--- src/rtl/cr_cp0_randclk_gen.sv ---
// Purpose : pseudo-random clock-modulation enables that force gated-clock enables on for CP0 regions.
// Latency : lfsr value sampled in a RUN cycle appears on randclk_mod_en one cycle later.
// Backpr. : none; free-running source, seed writes outside IDLE are dropped silently.
//
// Ports:
//   forever_cpuclk        ungated CPU clock
//   cpurst_b              synchronous active-low reset
//   cp0_randclk_en        run request (level); dropping it drains in-flight pulses
//   cp0_randclk_seed_vld  seed write strobe, honoured only in IDLE
//   cp0_randclk_seed      seed value; zero selects SEED so the LFSR never locks up
//   cp0_randclk_density   per-channel fire threshold, nibble < density fires
//   cp0_randclk_ch_mask   per-channel fire allow
//   cp0_randclk_hold      extra cycles a fired pulse is held (pulse = hold+1 cycles)
//   randclk_mod_en        registered mod-enable per channel
//   randclk_busy          high whenever the FSM is not IDLE
//
// LFSR_W must be at least 4*CH_NUM so every channel owns a distinct nibble.
module cr_cp0_randclk_gen #(
    parameter int                CH_NUM = 4,
    parameter int                LFSR_W = 16,
    parameter logic [LFSR_W-1:0] POLY   = 16'hB400,
    parameter logic [LFSR_W-1:0] SEED   = 16'hACE1,
    parameter int                HOLD_W = 4
) (
    input  logic              forever_cpuclk,
    input  logic              cpurst_b,
    input  logic              cp0_randclk_en,
    input  logic              cp0_randclk_seed_vld,
    input  logic [LFSR_W-1:0] cp0_randclk_seed,
    input  logic [3:0]        cp0_randclk_density,
    input  logic [CH_NUM-1:0] cp0_randclk_ch_mask,
    input  logic [HOLD_W-1:0] cp0_randclk_hold,
    output logic [CH_NUM-1:0] randclk_mod_en,
    output logic              randclk_busy
);

    typedef enum logic [1:0] {
        ST_IDLE  = 2'd0,
        ST_RUN   = 2'd1,
        ST_DRAIN = 2'd2
    } state_t;

    localparam logic [HOLD_W-1:0] CNT_ONE = {{(HOLD_W-1){1'b0}}, 1'b1};

    state_t                         state_q,  state_d;
    logic [LFSR_W-1:0]              lfsr_q,   lfsr_d;
    logic [CH_NUM-1:0][HOLD_W-1:0]  cnt_q,    cnt_d;
    logic [CH_NUM-1:0]              mod_en_q, mod_en_d;
    logic                           busy_q,   busy_d;

    logic [CH_NUM-1:0]              fire;
    logic [3:0]                     nib;
    logic                           cnt_zero;

    always_comb begin
        state_d  = state_q;
        lfsr_d   = lfsr_q;
        cnt_d    = cnt_q;
        mod_en_d = '0;
        fire     = '0;
        nib      = '0;
        cnt_zero = (cnt_q == '0);

        // A channel may only fire from RUN and only once its previous pulse
        // has fully expired, so in-flight pulses are never truncated or
        // re-armed by changes to hold/density/mask.
        for (int i = 0; i < CH_NUM; i++) begin
            nib     = lfsr_q[4*i +: 4];
            fire[i] = (state_q == ST_RUN) && cp0_randclk_ch_mask[i] &&
                      (nib < cp0_randclk_density) && (cnt_q[i] == '0);
            if (fire[i]) begin
                mod_en_d[i] = 1'b1;
                cnt_d[i]    = cp0_randclk_hold;
            end else if (cnt_q[i] != '0) begin
                mod_en_d[i] = 1'b1;
                cnt_d[i]    = cnt_q[i] - CNT_ONE;
            end else begin
                mod_en_d[i] = 1'b0;
                cnt_d[i]    = '0;
            end
        end

        case (state_q)
            ST_IDLE: begin
                // Seed load and run start may share one edge; the first RUN
                // cycle then samples the freshly loaded seed.
                if (cp0_randclk_seed_vld) begin
                    lfsr_d = (cp0_randclk_seed == '0) ? SEED : cp0_randclk_seed;
                end
                if (cp0_randclk_en) begin
                    state_d = ST_RUN;
                end
            end
            ST_RUN: begin
                lfsr_d = {lfsr_q[LFSR_W-2:0], ^(lfsr_q & POLY)};
                if (!cp0_randclk_en) begin
                    state_d = ST_DRAIN;
                end
            end
            ST_DRAIN: begin
                // With every counter at zero nothing is held this cycle, so
                // mod_en_d is already all zero as IDLE is entered.
                if (cp0_randclk_en) begin
                    state_d = ST_RUN;
                end else if (cnt_zero) begin
                    state_d = ST_IDLE;
                end
            end
            default: begin
                state_d = ST_IDLE;
            end
        endcase

        busy_d = (state_d != ST_IDLE);
    end

    always_ff @(posedge forever_cpuclk) begin
        if (!cpurst_b) begin
            state_q  <= ST_IDLE;
            lfsr_q   <= SEED;
            cnt_q    <= '0;
            mod_en_q <= '0;
            busy_q   <= 1'b0;
        end else begin
            state_q  <= state_d;
            lfsr_q   <= lfsr_d;
            cnt_q    <= cnt_d;
            mod_en_q <= mod_en_d;
            busy_q   <= busy_d;
        end
    end

    assign randclk_mod_en = mod_en_q;
    assign randclk_busy   = busy_q;

endmodule

--- config.mk ---
export PLATFORM = sky130hd
export DESIGN_NAME = cr_cp0_randclk_gen
export DESIGN_NICKNAME = d
export VERILOG_FILES = /design/src/rtl/cr_cp0_randclk_gen.sv
export SDC_FILE = /design/constraint.sdc
export NUM_CORES = 1
export LEC_CHECK = 0
export BUFFER_PORTS_ARGS = -buffer_cell sky130_fd_sc_hd__buf_2
export CAP_MARGIN = 20
export CORE_UTILIZATION = 55
export DETAILED_ROUTE_END_ITERATION = 7
export HOLD_SLACK_MARGIN = 0.12
export PLACE_DENSITY = 0.79
export REMOVE_ABC_BUFFERS = 1
export SLEW_MARGIN = 20
export SYNTH_ARGS = -nofsm -noshare
export SYNTH_HDL_FRONTEND = slang
export SYNTH_SLANG_ARGS = --single-unit
--- constraint.sdc ---
create_clock -name forever_cpuclk -period 1.7 [get_ports forever_cpuclk]
set_input_delay 0.17 -clock forever_cpuclk [delete_from_list [all_inputs] [get_ports forever_cpuclk]]
set_output_delay 0.17 -clock forever_cpuclk [all_outputs]
set_load 0.01 [all_outputs]
==> results of run 1 <==
[final timing paths]
path	slack (ns)	endpoint	from	cells after the start
max	0.07	cnt_q[11]$_SDFF_PN0_	state_q[1]$_SDFF_PN0_	4
min	0.16	lfsr_q[0]$_SDFFE_PN1P_	cp0_randclk_seed[0]	3
max reg2reg	0.07	cnt_q[11]$_SDFF_PN0_	state_q[1]$_SDFF_PN0_	4
min reg2reg	0.52	lfsr_q[15]$_SDFFE_PN1P_	lfsr_q[15]$_SDFFE_PN1P_	2
[sequential cells by signal (all words and copies together) (netlist names)]
register and count:
cnt_q 16, lfsr_q 16, randclk_mod_en 4, state_q 2, randclk_busy 1
[power by group through the flow]
| stage | Clock [mW] | Sequential, mW | Combinational, mW |
|---|---|---|---|
| 6_report | 0.687 | 1.05 | 0.473 |
| 4_1_cts | 0.693 | 1.05 | 0.454 |
| 5_1_grt | 0.724 | 1.06 | 0.520 |
| 3_5_place_dp | 0 | 1.07 | 0.448 |
| 2_1_floorplan | 0 | 1.06 | 0.269 |
| 3_3_place_gp | 0 | 1.07 | 0.440 |
[cell type report]
cell class / instances / area (um^2) / area share [%]
Multi-Input combinational cell: 170 / 1194 / 48.65
Sequential cell: 39 / 780.7 / 31.82
Timing Repair Buffer: 50 / 287.8 / 11.73
Clock buffer: 8 / 100.1 / 4.080
Tap cell: 46 / 57.56 / 2.346
Inverter: 9 / 33.78 / 1.377
[per-layer routing]
| layer | wire, um | share of wire (%) | up-vias | track usage [%] |
|---|---|---|---|---|
| met5 | 0 | 0 | - | 0 |
| met4 | 63 | 1.2 | 0 | 9.012 |
| met3 | 342 | 6.7 | 8 | 5.657 |
| met2 | 2303 | 45 | 67 | 39.81 |
| met1 | 2372 | 47 | 927 | 37.53 |
| li1 | - | - | 967 | - |
[what timing repair did]
item                       4_1_cts  5_1_grt
gates resized for setup          0        7
hold buffers                     1        0
buffers inserted                 0        1
setup endpoints to repair        0       10
hold endpoints to repair         1        0
[logic make-up after synthesis]
kind of cell	Yosys count	share of synthesized area (%)
AOI/OAI and AO/OA	75	28.73
xor gates and xnor gates	3	1.295
adders and majority gates	12	7.398
buffers and inverters	20	3.761
DFF	39	38.47
and+or+nand+nor	80	20.35
[worst max-delay path, delay by kind of cell, from the launching register on]
kind               cells  cell delay, ns
AOI/OAI and AO/OA      3            0.95
DFF                    1            0.31
and+or+nand+nor        1            0.29
[layout by cell type (no fill, tap or decap), drive strengths merged, types with 5 or more instances in the layout]
cell and count:
o31ai 8, nor2 12, nand2 21, o221a 8
o21ai 8, clkbuf 8, o221ai 7, dfxtp 39
nor3 5, a21oi 13, nor4 5, nand2b 9
ha 12, buf 49, inv 9, nand3 16
o22ai 5, a2bb2oi 8
==> metrics.cfg, run 1 <==
[yosys]
synth_cell_types = 35
syn-cell-area_um2 = 2029
synthTopCellsByArea = dfxtp_1, ha_1, nand3_1
synth_cells = 229
synth_top_area_share_pct = 38.47
ys_seq_area_share_pct = 38.47
synthArstFlopShare_pct = 0
ys_ff_latch = 39
synth_edf_count = 0
yosys_warnings = 0
avgSynthCellArea_um2 = 8.862
synth-main-ff-cell = dfxtp_1
synth.most_common_cell = dfxtp_1
synthTopCellsByCount = dfxtp_1, nand2_1, nand3_1
yosysTopAreaCell = dfxtp_1

[sta]
fmax_mhz = 611.6
setup_ws_ns = 0.06504
timing.hold.ws_ns = 0.1591
timing.slew.headroom_pct = 63.41
setup_tns_ns = 0
hold_viol_final = 0
fin_skew_ns = 0.002990
worst_pin_slew_ns = 0.5438
grt_setup_unrepaired = false
setup_viol = 0
period_share_pct = 96.17
period_needed_ns = 1.635
slew_viol_final = 0

[cells_and_area]
drive_gt1_share_pct = 26.09
layout.cells.non_filler = 322
num-fill-cells = 290
final_nets = 319
final_core_util_pct = 71.28
antenna_cells = 0
design_area_um2 = 2454
area_growth_pct = 20.90

[power_and_ir_drop]
seqPwrFrac_pct = 47.5
internal_power_mw = 1.579
powerDensity_nw_per_um2 = 900.1
power_leakage_nw = 1.057
share_comb_of_total_power_pct = 21.4
p_total_mw = 2.209
peakVddDrop_mv = 0.7529
p_sw_mw = 0.6294
swShare_pct = 28.50
p_clk_share_pct = 31.1

[floorplanning]
dieArea_um2 = 3937
fp.dieH_um = 62.75
ios = 37
core-area_um2 = 3442
die_w_um = 62.75
rows = 21
start_util_pct = 58.96

[clock_tree]
cts_tree = yes
cts_max_path_buffers = 2
root_buffer = clkbuf_8
clk_latency_ns = 0.29
htree_num_levels = 2
cts_buffers = 5
clock-sinks = 39
clk_pin_slew_ns = 0.07

[placement]
port_buffers = 36
dp_slack_ns = 0.06000
hpwlAfterDp_mm = 3.712
post_dp_cell_area_um2 = 2315
dp_cells = 312
globalplace.congestion = 0.8915

[critical_path]
crit_path_cell_trace = nand2b_1, a2111oi_1, o21ai_2, o31ai_1
endpoint_kind = flip-flop
cp.arrival_ns = 1.84
worstPathRequired_ns = 1.90
start_kind = flip-flop
slowest_delay_ns = 0.52
slowest_stage = a2111oi_1
worstPathMaxFanout = 6
critical_path_class = reg2reg

[global_routing]
gr-total-overflow = 0
grt_pass1_wl_mm = 8.162
antenna_found_initial = 0
grt_pass1_vias = 1718
grt_max_degree = 25
grt_use_total_pct = 26.57

[detailed_routing]
drcViolationCount = 0
final_antenna_net_count = 0
avgRoutedWirePerCell_um = 15.78
drt-vias-per-instance = 6.115
first_pass_iters = 4
wl_mm = 5.082
drt_iter0_markers = 173
vias = 1969

[worst_hold_path]
hp-class = in2reg

[outcome]
outcome = finished, final reports clean

[job]
cap_viol_max_count = 0

No activity file was read; power rests on OpenSTA's default activity.
==> inputs of run 2 (changes only) <==
--- a/config.mk
+++ b/config.mk
@@ -8,6 +8,7 @@
 export BUFFER_PORTS_ARGS = -buffer_cell sky130_fd_sc_hd__buf_2
 export CAP_MARGIN = 20
 export CORE_UTILIZATION = 55
+export CTS_BUF_LIST = sky130_fd_sc_hd__clkbuf_8 sky130_fd_sc_hd__clkbuf_16
 export DETAILED_ROUTE_END_ITERATION = 7
 export HOLD_SLACK_MARGIN = 0.12
 export PLACE_DENSITY = 0.79
==> metrics.cfg, run 2 (same netlist as run 1, synthesis figures left out) <==
[outcome]
outcome = finished, final reports clean

[sta]
grt_setup_unrepaired = false
hold_viol_final = 0  ; unchanged
setup_ws_ns = 0.05704  ; -0.008003 ns
period_needed_ns = 1.643  ; +0.008003 ns
worst_pin_slew_ns = 0.5451  ; +0.001274 ns
fin_skew_ns = 0.003058  ; +0.00006808 ns
setup_viol = 0  ; unchanged
period_share_pct = 96.64  ; +0.47 points
setup_tns_ns = 0  ; unchanged
slew_viol_final = 0  ; unchanged
fmax_mhz = 608.7  ; -0.49%
timing.slew.headroom_pct = 63.33  ; -0.086 points

[floorplanning]
die_w_um = 62.75  ; unchanged
core-area_um2 = 3442  ; unchanged
fp.dieH_um = 62.75  ; unchanged
start_util_pct = 58.96  ; unchanged
ios = 37  ; unchanged
dieArea_um2 = 3937  ; unchanged
rows = 21  ; unchanged

[power_and_ir_drop]
peakVddDrop_mv = 0.7529  ; about the same
powerDensity_nw_per_um2 = 897.8  ; -0.25%
power_leakage_nw = 1.061  ; +0.39%

[critical_path]
start_kind = flip-flop
startpoint = state_q[1]$_SDFF_PN0_
endpoint_kind = flip-flop
worstPathMaxFanout = 6  ; unchanged
worstPathRequired_ns = 1.90  ; about the same
r2r_start = state_q[1]$_SDFF_PN0_
reg2reg_setup_slack_ns = 0.06  ; about the same
cp.arrival_ns = 1.84  ; about the same
critical_path_class = reg2reg
r2r_end = cnt_q[11]$_SDFF_PN0_
r2r.worst_path.cells = 4  ; unchanged

[clock_tree]
clock-sinks = 39  ; unchanged
cts_max_path_buffers = 2  ; unchanged
clk_latency_ns = 0.29  ; about the same
root_buffer = clkbuf_8
clk_pin_slew_ns = 0.07  ; about the same
cts_tree = yes
cts_buffers = 5  ; unchanged
htree_num_levels = 2  ; unchanged

[cells_and_area]
final_nets = 319  ; unchanged
drive_gt1_share_pct = 26.09  ; unchanged
design_area_um2 = 2454  ; unchanged
final_cell_mix = dfxtp_1, buf_2, nand2_1, nand3_1
area_growth_pct = 20.90  ; unchanged
num-fill-cells = 290  ; unchanged
antenna_cells = 0  ; unchanged
final_common_cell = dfxtp_1

[global_routing]
grt_use_total_pct = 26.57  ; unchanged
grt_max_degree = 25  ; unchanged
grt_pass1_vias = 1718  ; unchanged
grt_pass1_wl_mm = 8.162  ; unchanged
gr-total-overflow = 0  ; unchanged
antenna_found_initial = 0  ; unchanged

[detailed_routing]
first_pass_iters = 4  ; unchanged
avgRoutedWirePerCell_um = 15.79  ; about the same
drt-vias-per-instance = 6.127  ; +0.20%
wl_mm = 5.083  ; about the same
final_antenna_net_count = 0  ; unchanged
drt_iter0_markers = 172  ; -0.58%
drcViolationCount = 0  ; unchanged
vias = 1973  ; +0.20%

[job]
cap_viol_max_count = 0  ; unchanged

[placement]
post_dp_cell_area_um2 = 2315  ; unchanged
port_buffers = 36  ; unchanged
globalplace.congestion = 0.8915  ; unchanged
hpwlAfterDp_mm = 3.712  ; unchanged
dp_slack_ns = 0.06000  ; unchanged

[worst_hold_path]
hp-class = in2reg
holdPathEnd = lfsr_q[0]$_SDFFE_PN1P_
hold_start = cp0_randclk_seed[0]
hold_path_depth = 3  ; unchanged

[run 2: area by class of cell]
cell class,instances,area [um^2],area share (%)
Inverter,9,33.78,1.377
Tap cell,46,57.56,2.346
Timing Repair Buffer,50,287.8,11.73
Clock buffer,7,96.34,3.927
Sequential cell,39,780.7,31.82
Multi-Input combinational cell,170,1194,48.65
Clock inverter,1,3.754,0.1530
[run 2: per-stage QoR]
stage | std cells | power [mW] | util (%) | hold WS (ns)
global placement | 312 | 1.507 | 67.25 | 0.3703
CTS | 321 | 2.188 | 70.45 | 0.1546
floorplan | 218 | 1.328 | - | 0.2418
finish | 322 | 2.203 | 71.28 | 0.1593
global route | 322 | 2.295 | 71.28 | 0.1853
detailed placement | 312 | 1.516 | 67.25 | 0.3675
[run 2: where the power goes]
group | total (mW) | internal (mW) | switching [mW]
sequential | 1.05 | 0.983 | 0.0655
clock | 0.681 | 0.364 | 0.317
combinational | 0.473 | 0.226 | 0.247
total | 2.20 | 1.57 | 0.630
[run 2: repair_timing]
| item | CTS | global route |
|---|---|---|
| gates resized for setup | 0 | 7 |
| endpoints found under the hold margin | 1 | 0 |
| setup endpoints to repair | 0 | 10 |
| hold buffers | 1 | 0 |
| setup buffers | 0 | 1 |
[run 2: worst max path at each step]
stage,endpoint,slack [ns]
floorplan,cnt_q[1]$_SDFF_PN0_,0.17
global placement,lfsr_q[15]$_SDFFE_PN1P_,0.09
detailed placement,lfsr_q[5]$_SDFFE_PN1P_,0.06
CTS,cnt_q[7]$_SDFF_PN0_,0.07
global route,cnt_q[11]$_SDFF_PN0_,0.002
finish,cnt_q[11]$_SDFF_PN0_,0.06
[run 2: critical path, stage by stage (launching register included)]
cell,delay [ns]
dfxtp_1,0.31
nand2b_1,0.29
a2111oi_1,0.52
o21ai_2,0.19
o31ai_1,0.24
[run 2: per-layer routing]
layer	share of wire, %	global-route usage (%)
met1	47	37.53
met5	0	0
met4	1.2	9.012
met2	45	39.81
met3	6.7	5.657
